$ cat config.mk
export PLATFORM = sky130hd
export DESIGN_NAME = msh_wr_inq
export DESIGN_NICKNAME = d
export VERILOG_FILES = /design/src/rtl/msh_wr_inq.sv
export SDC_FILE = /design/constraint.sdc
export NUM_CORES = 1
export LEC_CHECK = 0
export BUFFER_PORTS_ARGS = -buffer_cell sky130_fd_sc_hd__buf_2
export CORE_ASPECT_RATIO = 0.8
export CORE_MARGIN = 2
export CORE_UTILIZATION = 40
export CTS_CLUSTER_DIAMETER = 30
export CTS_CLUSTER_SIZE = 24
export DETAILED_ROUTE_END_ITERATION = 12
export PLACE_DENSITY = 0.62
export SLEW_MARGIN = 20
export SYNTH_ARGS = -nofsm -noshare
export SYNTH_HDL_FRONTEND = slang
export SYNTH_SLANG_ARGS = --single-unit
$ cat constraint.sdc
create_clock -name mclk -period 7.21 [get_ports mclk]
set_input_delay 0.721 -clock mclk [delete_from_list [all_inputs] [get_ports mclk]]
set_output_delay 0.721 -clock mclk [all_outputs]
set_load 0.02 [all_outputs]
$ cat src/rtl/msh_wr_inq.sv
// msh_wr_inq: in-order write request queue for the mesh memory banks.
// Requests are buffered in a DEPTH-entry FIFO. The head entry is issued to
// the write datapath when its target bank has credit. A head that lacks
// credit blocks every entry behind it.
//
// Ports:
//   mclk, mrst_n                          clock, async active-low reset
//   i_req_valid/o_req_ready               upstream request handshake
//   i_req_addr/i_req_data                 request payload; bank = addr LSBs
//   o_wr_valid/o_wr_bank/addr/data        registered one-cycle write issue
//   i_crd_rtn                             per-bank credit return pulses
//   o_crd_err                             sticky credit-overflow flag
//   o_occ                                 FIFO occupancy
module msh_wr_inq #(
  parameter int unsigned DEPTH     = 4,
  parameter int unsigned NUM_BANKS = 4,
  parameter int unsigned ADDR_W    = 16,
  parameter int unsigned DATA_W    = 64,
  parameter int unsigned CREDITS   = 2
) (
  input  logic                         mclk,
  input  logic                         mrst_n,
  input  logic                         i_req_valid,
  output logic                         o_req_ready,
  input  logic [ADDR_W-1:0]            i_req_addr,
  input  logic [DATA_W-1:0]            i_req_data,
  output logic                         o_wr_valid,
  output logic [$clog2(NUM_BANKS)-1:0] o_wr_bank,
  output logic [ADDR_W-1:0]            o_wr_addr,
  output logic [DATA_W-1:0]            o_wr_data,
  input  logic [NUM_BANKS-1:0]         i_crd_rtn,
  output logic                         o_crd_err,
  output logic [$clog2(DEPTH):0]       o_occ
);

  localparam int unsigned AW = $clog2(DEPTH);
  localparam int unsigned PW = AW + 1;
  localparam int unsigned BW = $clog2(NUM_BANKS);
  localparam int unsigned CW = 3;

  // FIFO storage (no reset needed: validity is tracked by the pointers)
  logic [ADDR_W-1:0] addr_mem [DEPTH];
  logic [DATA_W-1:0] data_mem [DEPTH];

  logic [PW-1:0] wr_ptr;
  logic [PW-1:0] rd_ptr;
  logic [PW-1:0] occ_q;

  logic [CW-1:0] crd     [NUM_BANKS];
  logic [CW-1:0] crd_nxt [NUM_BANKS];
  logic          err_set_c;

  logic          push_c;
  logic          empty_c;
  logic          issue_c;
  logic [AW-1:0] rd_idx_c;
  logic [BW-1:0] head_bank_c;

  // Handshake and head-of-line issue decision
  assign o_req_ready = (occ_q < PW'(DEPTH));
  assign push_c      = i_req_valid & o_req_ready;
  assign empty_c     = (wr_ptr == rd_ptr);
  assign rd_idx_c    = rd_ptr[AW-1:0];
  assign head_bank_c = addr_mem[rd_idx_c][BW-1:0];
  assign issue_c     = !empty_c && (crd[head_bank_c] != '0);
  assign o_occ       = occ_q;

  // Entry write
  always_ff @(posedge mclk) begin
    if (push_c) begin
      addr_mem[wr_ptr[AW-1:0]] <= i_req_addr;
      data_mem[wr_ptr[AW-1:0]] <= i_req_data;
    end
  end

  // Pointers and occupancy; pointers wrap modulo 2*DEPTH
  always_ff @(posedge mclk or negedge mrst_n) begin
    if (!mrst_n) begin
      wr_ptr <= '0;
      rd_ptr <= '0;
      occ_q  <= '0;
    end else begin
      if (push_c)  wr_ptr <= wr_ptr + PW'(1);
      if (issue_c) rd_ptr <= rd_ptr + PW'(1);
      occ_q <= occ_q + PW'(push_c) - PW'(issue_c);
    end
  end

  // Registered issue; payload holds its last value while idle
  always_ff @(posedge mclk or negedge mrst_n) begin
    if (!mrst_n) begin
      o_wr_valid <= 1'b0;
      o_wr_bank  <= '0;
      o_wr_addr  <= '0;
      o_wr_data  <= '0;
    end else begin
      o_wr_valid <= issue_c;
      if (issue_c) begin
        o_wr_bank <= head_bank_c;
        o_wr_addr <= addr_mem[rd_idx_c];
        o_wr_data <= data_mem[rd_idx_c];
      end
    end
  end

  // Credit update: issue and return in the same cycle cancel; a return to a
  // full counter saturates and flags overflow
  always_comb begin
    err_set_c = 1'b0;
    for (int b = 0; b < int'(NUM_BANKS); b++) begin
      crd_nxt[b] = crd[b];
      if (issue_c && (head_bank_c == BW'(b)) && !i_crd_rtn[b]) begin
        crd_nxt[b] = crd[b] - CW'(1);
      end else if (i_crd_rtn[b] && !(issue_c && (head_bank_c == BW'(b)))) begin
        if (crd[b] == CW'(CREDITS)) begin
          err_set_c = 1'b1;
        end else begin
          crd_nxt[b] = crd[b] + CW'(1);
        end
      end
    end
  end

  // Credit counters and sticky error
  always_ff @(posedge mclk or negedge mrst_n) begin
    if (!mrst_n) begin
      for (int b = 0; b < int'(NUM_BANKS); b++) crd[b] <= CW'(CREDITS);
      o_crd_err <= 1'b0;
    end else begin
      for (int b = 0; b < int'(NUM_BANKS); b++) crd[b] <= crd_nxt[b];
      if (err_set_c) o_crd_err <= 1'b1;
    end
  end

endmodule

# == Word level (Yosys, flattened, before mapping) ==
# Memories as Yosys holds them, arrays and structs flattened. A register that Yosys moved wholly into a read port is not among the register bits.
# Index checks and enable logic that the tools add are counted.
# totals
n_memories,2
output_inout_bits,88
ram_bits,320
reg_bits,41
wordCells,103
in_bits,87
# mem_list
name,words,word_bits,read_ports,rd_ports_with_merged_regs,wr,line_no,rtl
data_mem,4,64,1,1,1,43,logic [DATA_W-1:0] data_mem [DEPTH];
addr_mem,4,16,1,0,1,42,logic [ADDR_W-1:0] addr_mem [DEPTH];
# op_classes
muxes,29
addsub,12
bitwise,2
n_eq_ne,12
reduce_logical,33
n_lt_le_gt_ge,2
# ops
cell,n
two-way mux 3 bit,14
"adder 3 x 1 -> 3 bit, second input constant",6
two-way mux 1 bit,14
logical AND 1 bit,13
"equality test 3 x 2 -> 1 bit, second input constant",4
"subtractor 3 x 1 -> 3 bit, second input constant",4
zero test 1 bit,10
"!= test 2 bit, second input constant",4
AND reduction 2 bit,4
nonzero test 2 bit,4
binary-select mux 3 bit (select 2 bit),1
"equality test 2 bit, second input constant",2
adder 3 x 1 -> 3 bit,1
equality test 3 bit,1
"greater-or-equal comparator 3 bit, second input constant",1
"< comparator 3 bit, second input constant",1
inverter 2 -> 3 bit,1
nonzero test 3 bit,1
subtractor 3 x 1 -> 3 bit,1
"equality test 2 x 1 -> 1 bit, second input constant",1
zero test 2 bit,1
bitwise AND 1 bit,1

# == Longest topological paths before layout ==
# An unclocked memory read counts as a cell.
# logic_depth
ltp_word,21
mapped_depth,13
mapped_depth_nobuf,11

# == Least setup slack after synthesis ==
# No wires, ideal clock.
# synth_path
path_type,input to register
startpoint,input port i_req_valid
endpoint,"memory addr_mem[3][0], enable pin"
path_buffers,1
required_time_ns,6.761
setup_slack_ns,3.774
setup_time_ns,0.449
arrival_ns,2.988
cell_stages,3
cell_sequence,nor2b_1 > clkbuf_1 > and2_1
# synth_via
elab_chain_len,3
# synth_lines
item,line_no,rtl
"start, declared",23,"input logic i_req_valid,"
bitwise AND 1 bit,61,assign push_c = i_req_valid & o_req_ready;
two-way mux 1 bit,70,if (push_c) begin
two-way mux 1 bit (implied by the code),71,addr_mem[wr_ptr[AW-1:0]] <= i_req_addr;
"end, declared",42,
# No other way between the ends.

# == Worst setup path in the final report ==
# layout_path
startpoint,register rd_ptr[0]
endpoint,"register o_wr_data[27], read port of data_mem"
# layout_via
elab_chain_len,7
elab_cells_between_ends,9
cone_classes,eq/ne (1); mux (3); bitwise (1); reduce/logical (3); memory (1)
# layout_lines
item,line_no,rtl
"start, declared",46,logic [PW-1:0] rd_ptr;
"start signal, assigned",84,if (issue_c) rd_ptr <= rd_ptr + PW'(1);
memory (4 x 16 bit),n/a,
inverter 2 -> 3 bit (implied by the code),65,assign issue_c = !empty_c && (crd[head_bank_c] != '0);
binary-select mux 3 bit (select 2 bit),65,
two-way mux 3 bit (implied by the code) (2 in a row),65,
nonzero test 3 bit,65,
logical AND 1 bit,65,
"end, declared",30,"output logic [DATA_W-1:0] o_wr_data,"
# Parallel ways exist; a longest one is shown, timed or not. The select of a mux whose other input is x is not followed.
# A chain may end at the register's enable or synchronous reset.

==> metrics.txt <==
Post-Route WL=32,100 microns; vias in the first global route=8,572; CTS Root Buffer Type=clkbuf_16; Fmax achieved=261.7 MHz; Crit Path Class=reg -> reg; reg-to-reg slack, setup=3390 ps; Int Power=7.382 mW; Overflow after GRT=0; post-cts sizing count=0; setup bufs post-CTS=0; Post-layout nets=1,116; EDFF count, synth=320; setup TNS=0 ps; drc violations=0; WL per Instance=19.78 microns; CP max-delay cell=dfrtp_4; final core utilization=52.07%; Tmin final=3822 ps; Slew @ Worst Pin=1047 ps; port buffer count=174; status=finished clean; Critical Path Sink Type=flop; R2R depth=6; Num CTS Buffers=87; dpl ws=3313 ps; top_reg_cell synth=edfxtp_1; CP cell instances=mux4_2, mux2_2, a22oi_4, buf_4, buf_4, mux2_2; Synthesized Nets=874; Synth cell types=41; Antenna Nets Post-Route=0; Worst-Skew Late Latency=590 ps; delay-heaviest family, CP=multiplexers; first-pass GRT wire length=50,110 microns; Post-CTS Hold Buffers=0; CTS tree=built; Slew Limit Fails=0; Gate power share=28.6%; Clock Skew=21.97 ps; Via Count=7,949; mean post-synth cell area=20.95 sq um; final worst slack=3388 ps; FP Rows=65; Die Wd=228.1 microns; CP bufs+invs=2; P_leak=7.613 nW; I/O pins=175; power density cells=515.3 nW/um^2; CTS Sinks=423; cell area after synthesis=16,070 sq um; Sw Share=30.38%; max_cap viols=0; total power=10.60 mW; Rel. slew slack=30.22%; vias per cell=4.898; CP arrival=4280 ps; Worst-path clk slew=50 ps; Hold/Removal Path Class=in -> async; GP Congestion=0.7401; Clock Tree Buf Depth=3; antenna violations before repair=7; DP HPWL=17,820 microns; DR pass1 iterations=4; Layout area overhead=28.06%; total track usage=15.84%; RSZ-0062 raised after global routing=no; Min Hold Slack=260.8 ps; die height=183.3 microns; H-tree Lvls=3; fraction of layout cells with a size suffix above 1=45.85%; initial core utilization=40.66%; Peak supply drop=323.5 uV; Ys Warns=0; period utilisation layout=53.01%; Mapped Cells=767; post-synthesis sequential area ratio=75.86%; CP Launch Type=flop; FF-to-FF Start=rd_ptr[0]$_DFFE_PN0P_; Flop pwr share=33.9%; Yosys reg bits=423; initial DRC count=496; Die ar.=41,810 sq um; Final Hold Viols=0; Worst EP required=7670 ps; endpoints failing setup=0; CP Max Fanout=53; largest net degree at the start of global routing=64; Core Area=39,530 sq um; Clock power frac=37.4%; R2R Path End=o_wr_data[27]$_DFFE_PN0P_; switching power=3.222 mW; CP peak stage delay=870 ps; Post-synth ARST share=24.35%
sequential cells by signal (all words and copies together), names as in the netlist:
register,cells
data_mem,256
addr_mem,64
o_wr_data,64
o_wr_addr,15
crd,12
o_occ,3
rd_ptr,3
wr_ptr,3
o_crd_err,1
o_wr_bank,1
o_wr_valid,1
layout make-up:
class,instances,area (sq um)
fillers,3177,18950
multi-input cells,285,3646
flip-flops and latches,423,12200
clock buffers,101,2352
well taps,536,670.6
inverters,28,105.1
clock inverters,63,650.6
diodes,3,7.507
repair buffers,184,948.4
worst max-delay path by stage:
stage | from | end | depth (start not counted)
floorplan | i_req_valid | addr_mem[3][0]$_DFFE_PP_ | 3
global placement | rd_ptr[0]$_DFFE_PN0P_ | o_wr_data[62]$_DFFE_PN0P_ | 6
detailed placement | rd_ptr[0]$_DFFE_PN0P_ | o_wr_data[47]$_DFFE_PN0P_ | 6
CTS | rd_ptr[0]$_DFFE_PN0P_ | o_wr_data[27]$_DFFE_PN0P_ | 6
global route | rd_ptr[0]$_DFFE_PN0P_ | o_wr_data[40]$_DFFE_PN0P_ | 6
finish | rd_ptr[0]$_DFFE_PN0P_ | o_wr_data[27]$_DFFE_PN0P_ | 6
metrics by stage:
step / cells / area (sq um)
6_report: 1623 / 20580
5_1_grt: 1620 / 20570
4_1_cts: 1620 / 20570
3_5_place_dp: 1456 / 17570
3_3_place_gp: 1456 / 17570
2_1_floorplan: 767 / 16070
cells by family after synthesis:
family | share of synthesized area [%]
AOI/OAI and AO/OA | 1.542
xor gates and xnor gates | 0.7085
adders and majority gates | 1.791
buffers and inverters | 1.510
DFF | 75.86
muxes | 16.88
and+or+nand+nor | 1.705
synthesized netlist by cell type, types with 2 or more instances:
library cell / instances / area, sq um
nand2_1: 12 / 45.04
mux4_2: 80 / 1802
or3_1: 2 / 12.51
mux2_2: 73 / 822.0
nor2b_1: 6 / 37.54
ha_1: 15 / 187.7
o21ai_0: 12 / 60.06
nand4_1: 2 / 12.51
and2_1: 6 / 37.54
buf_2: 11 / 55.05
inv_1: 28 / 105.1
nor2_1: 3 / 11.26
or2_2: 2 / 12.51
dfrtp_1: 99 / 2477
xnor2_1: 7 / 61.31
a21oi_1: 11 / 55.05
fa_1: 5 / 100.1
buf_4: 2 / 15.01
a21o_1: 2 / 15.01
mux2_1: 7 / 78.83
dfstp_2: 4 / 105.1
nand3_1: 9 / 45.04
nor3_1: 8 / 40.04
xor2_1: 6 / 52.55
edfxtp_1: 320 / 9609
clkbuf_1: 18 / 67.56
a31oi_1: 3 / 18.77
cells in the final DEF, fill, tap and decap left out, types with 4 or more instances in the layout:
master / netlist / routed
edfxtp_1: 320 / 320
buf_2: 11 / 173
dfrtp_1: 99 / 97
clkbuf_16: 0 / 89
mux4_2: 80 / 80
mux2_2: 73 / 73
inv_1: 28 / 28
ha_1: 15 / 15
clkinv_2: 0 / 15
clkinv_1: 0 / 13
nand2_1: 12 / 12
o21ai_0: 12 / 12
a21oi_1: 11 / 11
clkinvlp_4: 0 / 11
buf_4: 2 / 11
nand3_1: 9 / 9
bufinv_16: 0 / 9
nor3_1: 8 / 8
clkbuf_8: 0 / 8
xnor2_1: 7 / 7
mux2_1: 7 / 7
inv_6: 0 / 7
xor2_1: 6 / 6
nor2b_1: 6 / 6
fa_1: 5 / 5
and2_4: 0 / 4
clkinv_4: 0 / 4
clkbuf_1: 18 / 4
dfstp_2: 4 / 4
worst reg2reg max path, stage by stage, from the launching register on:
cell and delay [ps]:
dfrtp_4 870, mux4_2 670, mux2_2 350, a22oi_4 180, buf_4 430, buf_4 770
mux2_2 440
power by group through the flow:
stage               Sequential [mW]  Clock [mW]  Combinational (mW)
finish                         3.60        3.97                3.04
global route                   3.68        4.17                3.34
CTS                            3.62        4.04                3.11
detailed placement             3.65           0                3.10
global placement               3.64           0                3.06
floorplan                      3.81           0                2.07
metal layers:
metal  up-vias  part of all wire [%]  wire, microns  global-route usage, %
li1       3574                     -              -                      -
met1      4124                    45          14460                  21.12
met2       181                    48          15310                  24.96
met3        62                   5.3           1697                  4.944
met4         8                   1.8            573                  5.176
met5         -                  0.18             57                      0
Power figures use the tool's default switching activity.
